--- config.mk ---
export PLATFORM = sky130hd
export DESIGN_NAME = database_scheduler
export DESIGN_NICKNAME = d
export VERILOG_FILES = /design/src/rtl/database_scheduler.sv
export SDC_FILE = /design/constraint.sdc
export NUM_CORES = 1
export LEC_CHECK = 0
export ABC_AREA = 1
export CAP_MARGIN = 20
export CORE_UTILIZATION = 58
export DETAILED_ROUTE_END_ITERATION = 12
export GPL_ROUTABILITY_DRIVEN = 0
export HOLD_SLACK_MARGIN = 0.03
export PLACE_DENSITY = 0.84
export RECOVER_POWER = 25
export SLEW_MARGIN = 20
export SYNTH_ARGS = -nofsm -noshare
export SYNTH_HDL_FRONTEND = slang
export SYNTH_SLANG_ARGS = --single-unit
--- constraint.sdc ---
create_clock -name clk -period 4.4 [get_ports clk]
set_input_delay 1.1 -clock clk [delete_from_list [all_inputs] [get_ports clk]]
set_output_delay 1.1 -clock clk [all_outputs]
set_load 0.03 [all_outputs]
--- src/rtl/database_scheduler.sv ---
// Round-robin owner of the shared Haar database: one sweep per scale at a time,
// then per-pixel candidate collection, result write and pixel release.
module database_scheduler #(
  parameter int NUM_RESIZE     = 5,
  parameter int INDEX_WIDTH    = 3,
  parameter int TIMEOUT_CYCLES = 50000
) (
  input  logic                   clk,
  input  logic                   reset,
  input  logic [NUM_RESIZE-1:0]  database_request,
  input  logic [NUM_RESIZE-1:0]  pixel_request,
  input  logic [NUM_RESIZE-1:0]  candidate,
  input  logic                   database_end,
  input  logic                   result_write_end,
  input  logic                   pixel_recieve,
  output logic [NUM_RESIZE-1:0]  o_grant,
  output logic [INDEX_WIDTH-1:0] o_grant_index,
  output logic                   o_database_reset,
  output logic                   o_database_enable,
  output logic [NUM_RESIZE-1:0]  o_candidate,
  output logic                   o_write_result,
  output logic                   o_ready_recieve_pixel,
  output logic                   o_busy,
  output logic                   o_timeout
);

  typedef enum logic [2:0] {
    IDLE       = 3'd0,
    LOAD       = 3'd1,
    SWEEP      = 3'd2,
    COLLECT    = 3'd3,
    WRITE      = 3'd4,
    READY      = 3'd5,
    WAIT_PIXEL = 3'd6
  } state_t;

  localparam logic [15:0]            SWEEP_LAST = 16'(TIMEOUT_CYCLES - 1);
  localparam logic [INDEX_WIDTH-1:0] PTR_RESET  = INDEX_WIDTH'(NUM_RESIZE - 1);

  state_t                 state_r;
  logic [INDEX_WIDTH-1:0] ptr_r;
  logic [15:0]            sweep_cnt_r;
  logic [NUM_RESIZE-1:0]  cand_r;
  logic [INDEX_WIDTH-1:0] pick_idx_s;
  logic [NUM_RESIZE-1:0]  pick_onehot_s;
  logic                   any_req_s;
  logic                   all_pix_s;

  // Scanning offsets from farthest to nearest leaves the nearest requester after ptr selected.
  function automatic logic [INDEX_WIDTH-1:0] rr_pick(input logic [NUM_RESIZE-1:0] req,
                                                     input logic [INDEX_WIDTH-1:0] ptr);
    logic [INDEX_WIDTH-1:0] sel;
    logic [INDEX_WIDTH-1:0] k;
    sel = ptr;
    for (int i = NUM_RESIZE; i >= 1; i--) begin
      k = INDEX_WIDTH'((int'(ptr) + i) % NUM_RESIZE);
      if (req[k]) begin
        sel = k;
      end else begin
        sel = sel;
      end
    end
    return sel;
  endfunction

  // Arbitration decode for the next grant.
  always_comb begin
    any_req_s     = |database_request;
    all_pix_s     = &pixel_request;
    pick_idx_s    = rr_pick(database_request, ptr_r);
    pick_onehot_s = {{(NUM_RESIZE-1){1'b0}}, 1'b1} << pick_idx_s;
  end

  assign o_candidate = cand_r;

  // Scheduler FSM with all outputs registered.
  always_ff @(posedge clk or negedge reset) begin
    if (!reset) begin
      state_r               <= IDLE;
      ptr_r                 <= PTR_RESET;
      sweep_cnt_r           <= 16'd0;
      cand_r                <= '0;
      o_grant               <= '0;
      o_grant_index         <= '0;
      o_database_reset      <= 1'b0;
      o_database_enable     <= 1'b0;
      o_write_result        <= 1'b0;
      o_ready_recieve_pixel <= 1'b0;
      o_busy                <= 1'b0;
      o_timeout             <= 1'b0;
    end else begin
      case (state_r)
        IDLE: begin
          if (any_req_s) begin
            o_grant          <= pick_onehot_s;
            o_grant_index    <= pick_idx_s;
            o_database_reset <= 1'b1;
            o_busy           <= 1'b1;
            state_r          <= LOAD;
          end else if (all_pix_s) begin
            o_busy  <= 1'b1;
            state_r <= COLLECT;
          end else begin
            o_busy  <= 1'b0;
          end
        end
        LOAD: begin
          o_database_reset  <= 1'b0;
          o_database_enable <= 1'b1;
          sweep_cnt_r       <= 16'd0;
          state_r           <= SWEEP;
        end
        SWEEP: begin
          // A sweep end on the timeout cycle still counts as a clean finish.
          if (database_end) begin
            cand_r            <= cand_r | (candidate & o_grant);
            ptr_r             <= o_grant_index;
            o_grant           <= '0;
            o_database_enable <= 1'b0;
            o_busy            <= 1'b0;
            state_r           <= IDLE;
          end else if (sweep_cnt_r == SWEEP_LAST) begin
            ptr_r             <= o_grant_index;
            o_grant           <= '0;
            o_database_enable <= 1'b0;
            o_busy            <= 1'b0;
            o_timeout         <= 1'b1;
            state_r           <= IDLE;
          end else begin
            sweep_cnt_r <= sweep_cnt_r + 16'd1;
          end
        end
        COLLECT: begin
          if (|cand_r) begin
            o_write_result <= 1'b1;
            state_r        <= WRITE;
          end else begin
            o_ready_recieve_pixel <= 1'b1;
            state_r               <= READY;
          end
        end
        WRITE: begin
          if (result_write_end) begin
            o_write_result        <= 1'b0;
            o_ready_recieve_pixel <= 1'b1;
            state_r               <= READY;
          end else begin
            o_write_result <= 1'b1;
          end
        end
        READY: begin
          o_ready_recieve_pixel <= 1'b0;
          cand_r                <= '0;
          state_r               <= WAIT_PIXEL;
        end
        WAIT_PIXEL: begin
          if (pixel_recieve) begin
            o_busy  <= 1'b0;
            state_r <= IDLE;
          end else begin
            o_busy  <= 1'b1;
          end
        end
        default: begin
          o_grant               <= '0;
          o_database_reset      <= 1'b0;
          o_database_enable     <= 1'b0;
          o_write_result        <= 1'b0;
          o_ready_recieve_pixel <= 1'b0;
          o_busy                <= 1'b0;
          state_r               <= IDLE;
        end
      endcase
    end
  end

endmodule

==> Word-level counts from Yosys, hierarchy flattened <==
Index checks and enable logic that the tools add are counted.
{ "word_totals": {"regBits": 41, "output_inout_bits": 19, "input_bits": 20, "elab_cells": 129} }
{ "op_classes": {"n_reduce_logical": 25, "bitwise": 9, "n_div": 5, "add_sub_neg": 6, "eq_ne": 17, "n_mux": 49, "n_shift": 1, "order_cmp": 5} }
{ "ops": {"columns": ["cell", "count"], "rows": [
  ["$mod 32x4->32 const B", 5],
  ["$mux 3", 13],
  ["$mux 16", 2],
  ["$pmux 16 s2", 1],
  ["$reduce_or 5->1", 6],
  ["$pmux 3 s7", 1],
  ["$lt 3x4->1 const B", 5],
  ["$mux 5", 4],
  ["$add 16x1->16 const B", 1],
  ["$eq 16x16->1 const B", 1],
  ["$mux 1", 16],
  ["$ne 2x2->1 const B", 8],
  ["$bmux 1 s3", 5],
  ["$pmux 5 s3", 1],
  ["$reduce_and 2->1", 7],
  ["$reduce_and 3->1", 4],
  ["$pmux 5 s2", 1],
  ["$eq 3x3->1 const B", 3],
  ["$pmux 1 s3", 3],
  ["$add 3x2->4 const B", 2],
  ["$add 3x3->4 const B", 2],
  ["$reduce_or 4->1", 2],
  ["$not 1->1", 7],
  ["$eq 3x2->1 const B", 2],
  ["12 further kinds", 15]
]} }

==> Longest topological paths before layout <==
{ "logic_depth": {"depth_word": 12, "depth_mapped": 31, "mapped_depth_nobuf": 30} }

==> Least setup slack after synthesis <==
No wires, ideal clock.
{ "synth_path": {"path_kind": "reg2reg", "startpoint": "reg ptr_r[0]", "endpoint": "reg o_grant[0]", "stages_incl_launch_ff": 29, "path_buffers": 1, "period_less_slack_ns": 3.986, "setup_ns": 0.117, "arrival_time_ns": 3.868, "setup_slack_ns": 0.414, "required_ns": 4.283, "cell_sequence": "dfrtp_1 > clkbuf_1 > inv_1 > ha_1 > inv_1 > ha_1 > nor2_1 > nand3_1 > nand2_1 > xor2_1 > ha_1 > inv_1 > or2_2 > nand3_2 > nand3_1 > nand2_1 > nand2_1 > nand3_1 > nand2_1 > nand2_2 > nand2_1 > a21oi_1 > nand2_1 > nand2_1 > nand2_1 > nand2_2 > nand2_2 > nand3_1 > nand2_1"} }
{ "synth_via": {"elab_chain_len": 12, "word_cells_on_any_way": 28, "classes_between": "add/sub: 5; div: 5; shift: 1; mux: 17"} }
{ "synth_rtl": {"columns": ["item", "line_no", "source"], "rows": [
  ["from (decl)", "41", "logic [INDEX_WIDTH-1:0] ptr_r;"],
  ["from (signal assigned)", "117", "ptr_r <= o_grant_index;"],
  ["from (signal assigned)", "123", "ptr_r <= o_grant_index;"],
  ["$add 3x3->4", "56", "k = INDEX_WIDTH'((int'(ptr) + i) % NUM_RESIZE);"],
  ["$mod 32x4->32", "56", null],
  ["$bmux 1 s3", "57", "if (req[k]) begin"],
  ["$mux 1 (implied by the code)", "57", null],
  ["$mux 3 (4 in a row)", "57", null],
  ["$mux 3 *", "57", null],
  ["$shl 1x3->5 *", "71", "pick_onehot_s = {{(NUM_RESIZE-1){1'b0}}, 1'b1} << pick_idx_s;"],
  ["$mux 5 *", "94", "if (any_req_s) begin"],
  ["$pmux 5 s3 *", "92", "case (state_r)"],
  ["to (signal assigned)", "95", "o_grant <= pick_onehot_s;"],
  ["to (decl)", "16", "output logic [NUM_RESIZE-1:0] o_grant,"]
]} }
Every way passes the cells marked *; elsewhere a longest branch is shown, timed or not. The select of a mux whose other input is x is not followed.
A chain may end at the register's enable or synchronous reset.

==> Worst setup path after layout <==
{ "layout_path": {"startpoint": "reg ptr_r[2]", "endpoint": "reg o_grant[1]"} }
The elaborated chain is that of the path after synthesis.

==> impl_metrics.ini <==
[run_status]
status = complete, but fails checks
failed_checks = max-capacitance violations, max-slew violations

[sta]
worst_pin_slew_ns = 2.11
slew_headroom_pct = -40.8
timing.final.max_slew_violations = 42
period_minus_slack_ns = 4.12
finalSetupTns_ns = 0
setup_viol = 0
grt_setup_unrepaired = false
fin_skew_ns = 0.00475
hold_viol = 0
fin_crit_sh_pct = 93.7
max_clock_freq_ghz = 0.243

[detailed_routing]
ant_nets = 0
drt-vias-per-instance = 5.50
wire_per_inst_microns = 13.4
drtPass1Iterations = 5
drc = 0
drt_iter0_drc = 219
routed-via-count = 3504
routed_wl_microns = 8520

[clock_network]
clock-sinks = 41
clk_latency_ns = 0.30
cts_buffers = 5
clk_pin_slew_ns = 0.08
clk_path_buf_depth = 2
tritoncts = yes
cts-htree-levels = 2
cts-root-buf = clkbuf_8

[die]
pin_count = 39
initial_core_util_pct = 60.3
die-area_sq_um = 6470
core_sq_um = 5920
fp.dieH_microns = 80.5
die_width_microns = 80.5
num_rows = 28

[layout]
seqCellArea_sq_um = 1030
nets = 611
syn_to_final_growth_pct = 17.2
utilization_pct = 70.6
final_layout_size_suffix_gt1_share_pct = 13.2
diodes = 0
fillCellCount = 479
multiInputGateArea_sq_um = 2220
layout_common_cells = nand2_1 (112), inv_1 (77), nand3_1 (48)
finalNonFillerCells = 637
layout_commonest_cell = nand2_1

[global_route]
grt_pass1_vias = 3184
overflow = 0
grt_usage_pct = 27.6
grt_pass1_wl_microns = 14000
antenna_found_initial = 0
grt_max_degree = 42

[setup_path]
critical_path_arrival_ns = 4.36
worstSetupPathType = flop to flop
critPathLaunchType = flop
cp.required_ns = 4.64
crit_path_end_kind = flop
path_max_fanout = 11

[yosys]
syn-instance-count = 515
yosysTopAreaCellShare_pct = 28.0
syn-num-nets = 565
ys_seq_area_share_pct = 28.8
yosys_warnings = 0
ys_seq_elements = 41
yosys-top-cells-area = dfrtp_1 (28%), nand2_1 (12%), ha_1 (10%)
synth_area_sq_um = 3570
synth_cell_types = 42
syn_avg_cell_area_sq_um = 6.93
synth_largest_area_cell = dfrtp_1

[min_path]
hold_path_class = flop to flop

[run]
maxCapViolCount = 1

[placement]
dp_hpwl_microns = 6450
io_buffers = 38
dp.cells = 625
layer usage:
| metal | vias to the layer above | global-route usage, % | wire (microns) |
|---|---|---|---|
| met5 | - | 0 | 0 |
| met4 | 0 | 6.61 | 139 |
| li1 | 1758 | - | - |
| met2 | 120 | 46.5 | 4020 |
| met1 | 1606 | 37.3 | 3890 |
| met3 | 20 | 3.86 | 463 |
sequential cells by signal, summed over array words and instances, names as in the netlist:
name	count
o_grant	5
state_r	3
o_candidate	5
o_database_enable	1
o_write_result	1
ptr_r	3
o_busy	1
o_ready_recieve_pixel	1
o_grant_index	3
sweep_cnt_r	16
o_timeout	1
o_database_reset	1
logic make-up (layout without fill, tap and decap cells):
kind of cell	Yosys count	count (layout)	share of synthesized area, %
simple gates	281	281	38.4
compound gates	67	67	11.2
fa+ha+maj	30	30	10.7
buf+inv	91	138	9.67
flops	41	41	28.8
xor+xnor	5	5	1.23
stage by stage:
step	hold slack (ns)	setup slack [ns]	instance area, sq um
2_1_floorplan	0.434	0.414	3570
3_3_place_gp	0.454	0.513	4030
3_5_place_dp	0.458	0.256	4030
4_1_cts	0.473	0.244	4130
5_1_grt	0.518	0.0165	4180
6_report	0.474	0.277	4180
synth_stat cells (all sizes together):
| cell type | number |
|---|---|
| a211oi | 3 |
| a21oi | 34 |
| a22oi | 1 |
| a2bb2oi | 1 |
| a31oi | 1 |
| and2 | 2 |
| buf | 1 |
| clkbuf | 3 |
| clkinv | 2 |
| dfrtp | 40 |
| dfstp | 1 |
| fa | 1 |
| ha | 29 |
| inv | 85 |
| nand2 | 136 |
| nand3 | 58 |
| nand3b | 5 |
| nand4 | 13 |
| nor2 | 49 |
| nor3 | 10 |
| nor3b | 1 |
| nor4 | 4 |
| o2111ai | 1 |
| o211ai | 3 |
| o21a | 2 |
| o21ai | 18 |
| o21bai | 1 |
| o31ai | 2 |
| or2 | 3 |
| xor2 | 5 |
layout make-up:
class | count | area share [%]
Timing Repair Buffer | 43 | 9.84
Clock buffer | 7 | 2.30
Multi-Input combinational cell | 383 | 53.0
Tap cell | 75 | 2.24
Inverter | 87 | 7.90
Clock inverter | 1 | 0.120
Sequential cell | 41 | 24.6
critical path: stages, from the launching register on:
cell      delay (ns)
dfstp_2         0.67
inv_2           0.14
ha_1            0.37
nor2_1          0.13
nor2_1          0.06
a21oi_2         0.20
xor2_1          0.13
ha_1            0.22
fa_1            0.42
nand3_1         0.21
nand2_1         0.11
o21ai_1         0.24
inv_1           0.08
o211ai_1        0.12
nand3b_1        0.10
nand2_1         0.14
inv_1           0.07
nor2_1          0.09
nand2_1         0.07
nand2_2         0.08
nand2_2         0.06
nor2_4          0.14
nand4_1         0.12
nand2_1         0.08
repair_timing:
action	CTS	global route
hold endpoints to repair	0	0
hold buffers	0	0
gates resized for setup	0	5
setup endpoints to repair	0	7
setup buffers	0	4
path summary, 6_finish.rpt:
| check | startpoint | end | slack, ns | cells after the start |
|---|---|---|---|---|
| max | ptr_r[2] | o_grant[1] | 0.28 | 23 |
| min | o_timeout | o_timeout | 0.47 | 2 |
| max reg2reg | ptr_r[2] | o_grant[1] | 0.28 | 23 |
| min reg2reg | o_timeout | o_timeout | 0.47 | 2 |
| max in group asynchronous | reset | ptr_r[1] | 1.63 | 1 |
| min in group asynchronous | reset | o_write_result | 1.41 | 1 |
Power is left out: the tool's default activity adds up to more than one toggle a clock period on the data nets, which glitch-free logic cannot reach.
